File: config.mk
export PLATFORM = sky130hd
export DESIGN_NAME = pong_match_ctrl_flat
export DESIGN_NICKNAME = d
export VERILOG_FILES = /design/src/rtl/pong_match_ctrl_if.sv /design/src/rtl/pong_match_ctrl.sv /design/src/flat_wrapper.sv
export SDC_FILE = /design/constraint.sdc
export NUM_CORES = 1
export LEC_CHECK = 0
export ABC_AREA = 0
export BUFFER_PORTS_ARGS = -buffer_cell sky130_fd_sc_hd__buf_4
export CORE_MARGIN = 5
export CORE_UTILIZATION = 55
export DETAILED_ROUTE_END_ITERATION = 16
export HOLD_SLACK_MARGIN = 0.05
export PLACE_DENSITY = 0.78
export SYNTH_ARGS = -nofsm -noshare
export SYNTH_HDL_FRONTEND = slang
export SYNTH_SLANG_ARGS = --single-unit
File: constraint.sdc
create_clock -name PixelClock -period 2.1 [get_ports PixelClock]
set_input_delay 0.42 -clock PixelClock [delete_from_list [all_inputs] [get_ports PixelClock]]
set_output_delay 0.42 -clock PixelClock [all_outputs]
set_load 0.02 [all_outputs]
File: src/rtl/pong_match_ctrl_if.sv
// Match-controller signal bundle: stimulus from the game top (frame tick,
// start button, goal pulses) and the ball/score controls driven back.
interface pong_match_ctrl_if;
    logic       frameTick;
    logic       startBtn;
    logic       goalLeft;
    logic       goalRight;
    logic       ballRun;
    logic       ballRecentre;
    logic       serveDir;
    logic [3:0] score1;
    logic [3:0] score2;
    logic       gameOver;
    logic       winner;
    logic [2:0] state;

    // Game top / bench side
    modport master (
        output frameTick, startBtn, goalLeft, goalRight,
        input  ballRun, ballRecentre, serveDir, score1, score2,
               gameOver, winner, state
    );

    // Match controller side
    modport slave (
        input  frameTick, startBtn, goalLeft, goalRight,
        output ballRun, ballRecentre, serveDir, score1, score2,
               gameOver, winner, state
    );
endinterface

File: src/rtl/pong_match_ctrl.sv
// Pong match sequencer: holds, recentres, serves and releases the ball,
// counts goals into two 4-bit scores and detects the end of the match.
// All outputs are registered; reset is synchronous and active-high.
module pong_match_ctrl #(
    parameter int unsigned SERVE_FRAMES   = 60,
    parameter int unsigned POINT_FRAMES   = 30,
    parameter int unsigned WIN_SCORE      = 9,
    parameter logic        SERVE_DIR_INIT = 1'b1
) (
    input  logic              PixelClock,
    input  logic              Reset,
    pong_match_ctrl_if.slave  bus
);

    typedef enum logic [2:0] {
        IDLE     = 3'd0,
        SERVE    = 3'd1,
        PLAY     = 3'd2,
        POINT    = 3'd3,
        GAMEOVER = 3'd4
    } state_t;

    localparam logic [7:0] SERVE_LAST = 8'(SERVE_FRAMES - 1);
    localparam logic [7:0] POINT_LAST = 8'(POINT_FRAMES - 1);
    localparam logic [3:0] WIN        = 4'(WIN_SCORE);

    state_t     state_q, state_d;
    logic [7:0] frames_q, frames_d;
    logic [3:0] score1_q, score1_d;
    logic [3:0] score2_q, score2_d;
    logic       serveDir_q, serveDir_d;
    logic       winner_q, winner_d;
    logic       recentre_q, recentre_d;
    logic       ballRun_q;
    logic       gameOver_q;
    logic       startBtn_q;
    logic       startRise;

    // Reset value of 1 means a button held through reset never starts a match.
    assign startRise = bus.startBtn & ~startBtn_q;

    // Next-state, score, direction and recentre decisions
    always_comb begin
        state_d    = state_q;
        score1_d   = score1_q;
        score2_d   = score2_q;
        serveDir_d = serveDir_q;
        winner_d   = winner_q;
        recentre_d = 1'b0;

        case (state_q)
            IDLE: begin
                if (startRise) begin
                    state_d    = SERVE;
                    score1_d   = '0;
                    score2_d   = '0;
                    recentre_d = 1'b1;
                end
            end
            SERVE: begin
                if (bus.frameTick && (frames_q == SERVE_LAST))
                    state_d = PLAY;
            end
            PLAY: begin
                if (bus.goalLeft || bus.goalRight) begin
                    state_d = POINT;
                    if (bus.goalLeft && !bus.goalRight) begin
                        if (score1_q < WIN)
                            score1_d = score1_q + 4'd1;
                        serveDir_d = 1'b1;
                    end else if (bus.goalRight && !bus.goalLeft) begin
                        if (score2_q < WIN)
                            score2_d = score2_q + 4'd1;
                        serveDir_d = 1'b0;
                    end
                end
            end
            POINT: begin
                if ((score1_q == WIN) || (score2_q == WIN)) begin
                    state_d  = GAMEOVER;
                    winner_d = (score2_q == WIN);
                end else if (bus.frameTick && (frames_q == POINT_LAST)) begin
                    state_d    = SERVE;
                    recentre_d = 1'b1;
                end
            end
            GAMEOVER: begin
                if (startRise) begin
                    state_d    = SERVE;
                    score1_d   = '0;
                    score2_d   = '0;
                    recentre_d = 1'b1;
                end
            end
            default: state_d = IDLE;
        endcase

        // A tick coinciding with a transition belongs to neither state.
        if (state_d != state_q)
            frames_d = '0;
        else
            frames_d = frames_q + {7'd0, bus.frameTick};
    end

    // State, counters and registered outputs
    always_ff @(posedge PixelClock) begin
        if (Reset) begin
            state_q    <= IDLE;
            frames_q   <= '0;
            score1_q   <= '0;
            score2_q   <= '0;
            serveDir_q <= SERVE_DIR_INIT;
            winner_q   <= 1'b0;
            recentre_q <= 1'b0;
            ballRun_q  <= 1'b0;
            gameOver_q <= 1'b0;
            startBtn_q <= 1'b1;
        end else begin
            state_q    <= state_d;
            frames_q   <= frames_d;
            score1_q   <= score1_d;
            score2_q   <= score2_d;
            serveDir_q <= serveDir_d;
            winner_q   <= winner_d;
            recentre_q <= recentre_d;
            ballRun_q  <= (state_d == PLAY);
            gameOver_q <= (state_d == GAMEOVER);
            startBtn_q <= bus.startBtn;
        end
    end

    assign bus.state        = state_q;
    assign bus.ballRun      = ballRun_q;
    assign bus.ballRecentre = recentre_q;
    assign bus.serveDir     = serveDir_q;
    assign bus.score1       = score1_q;
    assign bus.score2       = score2_q;
    assign bus.gameOver     = gameOver_q;
    assign bus.winner       = winner_q;

endmodule

File: src/flat_wrapper.sv
// flat-port wrapper written by rule: the top's interface ports become plain ports
module pong_match_ctrl_flat 
#(
    parameter int unsigned SERVE_FRAMES   = 60,
    parameter int unsigned POINT_FRAMES   = 30,
    parameter int unsigned WIN_SCORE      = 9,
    parameter logic        SERVE_DIR_INIT = 1'b1
)
  (PixelClock, Reset, bus_frameTick, bus_startBtn, bus_goalLeft, bus_goalRight, bus_ballRun, bus_ballRecentre, bus_serveDir, bus_score1, bus_score2, bus_gameOver, bus_winner, bus_state);
  pong_match_ctrl_if bus_i ();
  input  logic PixelClock;
  input  logic Reset;
  input wire logic [$bits(bus_i.frameTick)-1:0] bus_frameTick;
  input wire logic [$bits(bus_i.startBtn)-1:0] bus_startBtn;
  input wire logic [$bits(bus_i.goalLeft)-1:0] bus_goalLeft;
  input wire logic [$bits(bus_i.goalRight)-1:0] bus_goalRight;
  output wire logic [$bits(bus_i.ballRun)-1:0] bus_ballRun;
  output wire logic [$bits(bus_i.ballRecentre)-1:0] bus_ballRecentre;
  output wire logic [$bits(bus_i.serveDir)-1:0] bus_serveDir;
  output wire logic [$bits(bus_i.score1)-1:0] bus_score1;
  output wire logic [$bits(bus_i.score2)-1:0] bus_score2;
  output wire logic [$bits(bus_i.gameOver)-1:0] bus_gameOver;
  output wire logic [$bits(bus_i.winner)-1:0] bus_winner;
  output wire logic [$bits(bus_i.state)-1:0] bus_state;
  assign bus_i.frameTick = bus_frameTick;
  assign bus_i.startBtn = bus_startBtn;
  assign bus_i.goalLeft = bus_goalLeft;
  assign bus_i.goalRight = bus_goalRight;
  assign bus_ballRun = bus_i.ballRun;
  assign bus_ballRecentre = bus_i.ballRecentre;
  assign bus_serveDir = bus_i.serveDir;
  assign bus_score1 = bus_i.score1;
  assign bus_score2 = bus_i.score2;
  assign bus_gameOver = bus_i.gameOver;
  assign bus_winner = bus_i.winner;
  assign bus_state = bus_i.state;
  pong_match_ctrl #(.SERVE_FRAMES(SERVE_FRAMES), .POINT_FRAMES(POINT_FRAMES), .WIN_SCORE(WIN_SCORE), .SERVE_DIR_INIT(SERVE_DIR_INIT)) u_core (.PixelClock(PixelClock), .Reset(Reset), .bus(bus_i));
endmodule
# [After elaboration in Yosys (flattened, before gate mapping)]
# Index checks and enable logic that the tools add are counted.
[totals] latch_bits=0 out_inout_bits=16 reg_bits=25 mem_bits_rw=0 mem_count=0 rom_bits=0
[classes] shift=0 n_reduce_logical=17 mux=22 n_lt_le_gt_ge=2 n_mul=0 add_sub_neg=3 div=0 n_eq_ne=18 n_bitwise=2
[ops] cell="4-bit 2-to-1 mux" count=8
[ops] cell="4-bit case mux with 2 select lines" count=2
[ops] cell="3-bit 2-to-1 mux" count=5
[ops] cell="2-bit by 1-bit inequality test with 1-bit output (second input constant)" count=6
[ops] cell="3-bit case mux with 4 select lines" count=1
[ops] cell="3-bit by 2-bit equality test with 1-bit output (second input constant)" count=3
[ops] cell="4-bit by 1-bit adder with 4-bit output (second input constant)" count=2
[ops] cell="8-bit by 1-bit adder with 8-bit output" count=1
[ops] cell="4-bit equality test (second input constant)" count=2
[ops] cell="8-bit by 5-bit equality test with 1-bit output (second input constant)" count=1
[ops] cell="8-bit by 6-bit equality test with 1-bit output (second input constant)" count=1
[ops] cell="4-bit < comparator (second input constant)" count=2
[ops] cell="3-bit equality test (second input constant)" count=2
[ops] cell="6-bit AND reduction" count=1
[ops] cell="1-bit 2-to-1 mux" count=5
[ops] cell="5-bit AND reduction" count=1
[ops] cell="1-bit logical AND" count=4
[ops] cell="2-bit nonzero test" count=2
[ops] cell="2-bit OR reduction" count=2
[ops] cell="3-bit by 1-bit equality test with 1-bit output (second input constant)" count=1
[ops] cell="3-bit logical NOT" count=1
[ops] cell="3-bit inequality test" count=1
[ops] cell="3-bit AND reduction" count=1
[ops] cell="1-bit logical NOT" count=2
[ops] cell="other kinds (6)" count=7

# [Depth between registers and ports, before layout]
[depth] ltp_word=7 ltp_mapped=6

# [Worst setup path before layout]
# Ideal clock, no wire load.
[synth_path] kind="register -> register" startpoint="register u_core.score2_q[1], in the netlist u_core.bus.score2[1]" endpoint="register u_core.frames_q[2]" setup_ns=0.092 stages_incl_launch_ff=7 t_arrival_ns=1.691 path_slack_ns=0.317 period_less_slack_ns=1.783 cell_sequence="dfxtp_1 -> inv_1 -> ha_1 -> and3b_4 -> or3_1 -> o221a_4 -> nor4_1"
[synth_between] elab_chain_cells=6
[synth_lines] item="from (decl)" line_no="pong_match_ctrl.sv:30" rtl="logic [3:0] score2_q, score2_d;"
[synth_lines] item="from (signal assigned)" line_no="pong_match_ctrl.sv:122" rtl="score2_q <= score2_d;"
[synth_lines] item="4-bit equality test" line_no="pong_match_ctrl.sv:79" rtl="if ((score1_q == WIN) || (score2_q == WIN)) begin"
[synth_lines] item="1-bit logical OR" line_no="pong_match_ctrl.sv:79"
[synth_lines] item="3-bit 2-to-1 mux" line_no="pong_match_ctrl.sv:79"
[synth_lines] item="3-bit case mux with 4 select lines" line_no="pong_match_ctrl.sv:51" rtl="case (state_q)"
[synth_lines] item="3-bit inequality test" line_no="pong_match_ctrl.sv:99" rtl="if (state_d != state_q)"
[synth_lines] item="2-bit OR reduction (no line)"
[synth_lines] item="to (signal assigned)" line_no="pong_match_ctrl.sv:120" rtl="frames_q <= frames_d;"
[synth_lines] item="to (decl)" line_no="pong_match_ctrl.sv:28" rtl="logic [7:0] frames_q, frames_d;"
# Every way passes these cells.
# A chain may end at the register's enable or synchronous reset.

# [Worst setup path in the final report]
[layout_path] startpoint="register u_core.state_q[0], in the netlist u_core.bus.state[0]" endpoint="register u_core.frames_q[1]"
[layout_between] elab_chain_cells=5
[layout_lines] item="from (decl)" line_no="pong_match_ctrl.sv:27" rtl="state_t state_q, state_d;"
[layout_lines] item="from (signal assigned)" line_no="pong_match_ctrl.sv:119" rtl="state_q <= state_d;"
[layout_lines] item="3-bit equality test, or another cell as far along" line_no="pong_match_ctrl.sv:51"
[layout_lines] item="2-bit OR reduction (no line) or 3-bit 2-to-1 mux (tied branches)"
[layout_lines] item="3-bit case mux with 4 select lines" line_no="pong_match_ctrl.sv:51"
[layout_lines] item="3-bit inequality test (*)" line_no="pong_match_ctrl.sv:99"
[layout_lines] item="2-bit OR reduction (no line) (*)"
# Every way passes the cells marked *; elsewhere a longest branch is shown, timed or not.

==> impl_metrics.csv <==
group,metric,value,unit
cells_and_area,nets,189,
synth,avgSynthCellArea,9.67,um2
placed_design,place_inst,197,
cts,clockBufferDepth,2,
routing,routed_wl,2970,um
global_route,grt_max_degree,14,
cells_and_area,drive_gt1_share,24.0,%
routing,first_pass_iters,4,
die,num_io_pins,22,
setup_path,required,2320,ps
synth,synth.cell_area,0.00144,mm2
timing,setup_viol,0,
global_route,grt.total_usage,17.9,%
setup_path,crit_type,"flip-flop to flip-flop",
cells_and_area,fill_cells,198,
synth,synth.distinct_cells,50,
placed_design,place_congestion,0.824,
cells_and_area,syn2layout_area_growth,13.7,%
synth,ys_top_cells_by_area,"dfxtp_1 (35%), ha_1 (9.6%), a21oi_1 (3.5%), nor4b_4 (3.3%), inv_1 (3.1%)",
timing,finalMaxSlewViolations,0,
synth,synth_top_area_share,34.8,%
die,start_util,57.6,%
timing,finClkSkew,6.05,ps
cts,cts_root_buf,"clkbuf_4",
cts,ctsHoldBuffers,0,
timing,slew-limit-headroom,62.5,%
synth,synthArstFlopShare,0,%
power_and_ir_drop,power,799,uW
setup_path,critPathCaptureType,"flip-flop",
cts,cts_setup_buffers,0,
synth,synth_most_common_cell,"dfxtp_1",
timing,timing.final.crit_share,87.4,%
job,cap_violations,0,
routing,drtIter0Drc,65,
run_status,outcome,"finished clean",
global_route,grt_pass1_vias,1175,
timing,fin_setup_tns,0,ps
cells_and_area,insertedDiodeCount,0,
die,core-area,0.00250,mm2
die,die_area,0.00374,mm2
setup_path,crit_arrival,2060,ps
routing,routed-via-count,1182,
cts,clk_pin_slew,130,ps
setup_path,start_kind,"flip-flop",
timing,rsz0062_at_grt,"false",
synth,syn_nets,166,
placed_design,post_dp_cell_area,0.00161,mm2
timing,period_minus_slack,1840,ps
timing,tightest_slew,560,ps
synth,synth_commonest_cells,"dfxtp_1 (25), inv_1 (12), ha_1 (11)",
global_route,grt_overflow,0,
cts,h-tree-depth,1,
cts,cts_resized,0,
cells_and_area,final_cells,201,
cts,worst_skew_pair.late_latency,320,ps
timing,hold_viol,0,
cts,cts.sinks,25,
die,rows,18,
cells_and_area,fin_area,0.00164,mm2
power_and_ir_drop,leakage,0.704,nW
die,die_x,61.2,um
routing,drc_errors,0,
timing,fmax,0.545,GHz
synth,syn_inst,149,
routing,drtAntennaViolNets,0,
cts,cts_buffers,3,
synth,synth_ff_type,"dfxtp_1",
power_and_ir_drop,vdd_drop_max,0.000447,V
cts,cts_tree,"built",
routing,wl_per_cell,14.8,um
synth,synth-edff-count,0,
die,die_h,61.2,um
synth,yosysWarnings,0,
routing,viasPerCell,5.88,
power_and_ir_drop,power_density,488,mW/mm2
setup_path,worstPathMaxFanout,12,
placed_design,hpwl,2240,um
timing,finalHoldWorstSlack,292,ps
synth,synth_area_leader_cell,"dfxtp_1",
min_path,hold_class,"primary input to flip-flop",
synth,synth_seq_cells,25,
global_route,antenna_found_initial,0,
synth,seq_area_frac_synth,34.8,%
global_route,grt_pass1_wl,5090,um
placed_design,numPortBuffers,21,
metrics by stage:
| step | worst slack, ps | utilization (%) |
|---|---|---|
| global route | 101 | 65.5 |
| CTS | 271 | 65.5 |
| global placement | 264 | 64.5 |
| floorplan | 317 | - |
| finish | 264 | 65.5 |
| detailed placement | 212 | 64.5 |
cells in the final DEF (no fill, tap or decap), types with 5 or more instances in the layout:
master,count
a21oi_1,10
buf_4,23
dfxtp_1,25
ha_1,11
inv_1,12
nand3_1,8
nor2_1,8
nor3_1,7
nor4_1,5
o21ai_0,6
power by group:
group          switching [mW]  internal [mW]
clock network           0.144         0.0744
registers              0.0126          0.483
logic                  0.0457         0.0390
registers in the layout, summed over array words and instances (netlist names):
register                 cells
u_core.bus.ballRecentre      1
u_core.bus.ballRun           1
u_core.bus.gameOver          1
u_core.bus.score1            4
u_core.bus.score2            4
u_core.bus.serveDir          1
u_core.bus.state             3
u_core.bus.winner            1
u_core.frames_q              8
u_core.startBtn_q            1
logic make-up (layout without fill, tap and decap cells):
group,count (synthesis),in the layout,share of synthesized area (%)
DFF,25,25,34.8
buffers and inverters,17,39,5.82
xor gates and xnor gates,6,6,3.65
muxes,3,3,2.43
AOI/OAI and AO/OA,29,29,14.6
adders and majority gates,11,11,9.56
and+or+nand+nor,58,58,29.2
cell type report:
cell class                 instances  area (um2)  share of cell area (%)
clock buffer                       4        26.3                    1.60
inverter                          12        45.0                    2.75
multi-input combinational        107         856                    52.3
sequential                        25         500                    30.6
tap                               30        37.5                    2.29
timing repair buffer              23         173                    10.5
per-layer routing:
metal / global-route usage, % / vias up / wire length, um
li1: - / 587 / -
met1: 21.5 / 563 / 1290
met2: 31.1 / 28 / 1490
met3: 5.24 / 4 / 152
met4: 4.95 / 0 / 40
met5: 0 / - / 0
path summary, 6_finish.rpt:
| path | from | end | slack [ps] | cells past startpoint |
|---|---|---|---|---|
| hold / removal | bus_startBtn | u_core.startBtn_q | 290 | 2 |
| hold reg to reg | u_core.bus.winner | u_core.bus.winner | 520 | 2 |
| setup / recovery | u_core.bus.state[0] | u_core.frames_q[1] | 260 | 4 |
| setup reg to reg | u_core.bus.state[0] | u_core.frames_q[1] | 260 | 4 |
worst max-delay path, cell delays in order (launching register included):
cell      delay [ps]
dfxtp_1          670
nor4b_4          110
or2_1            350
nand4b_4         290
nor4_1           340
Power figures use the tool's default switching activity.
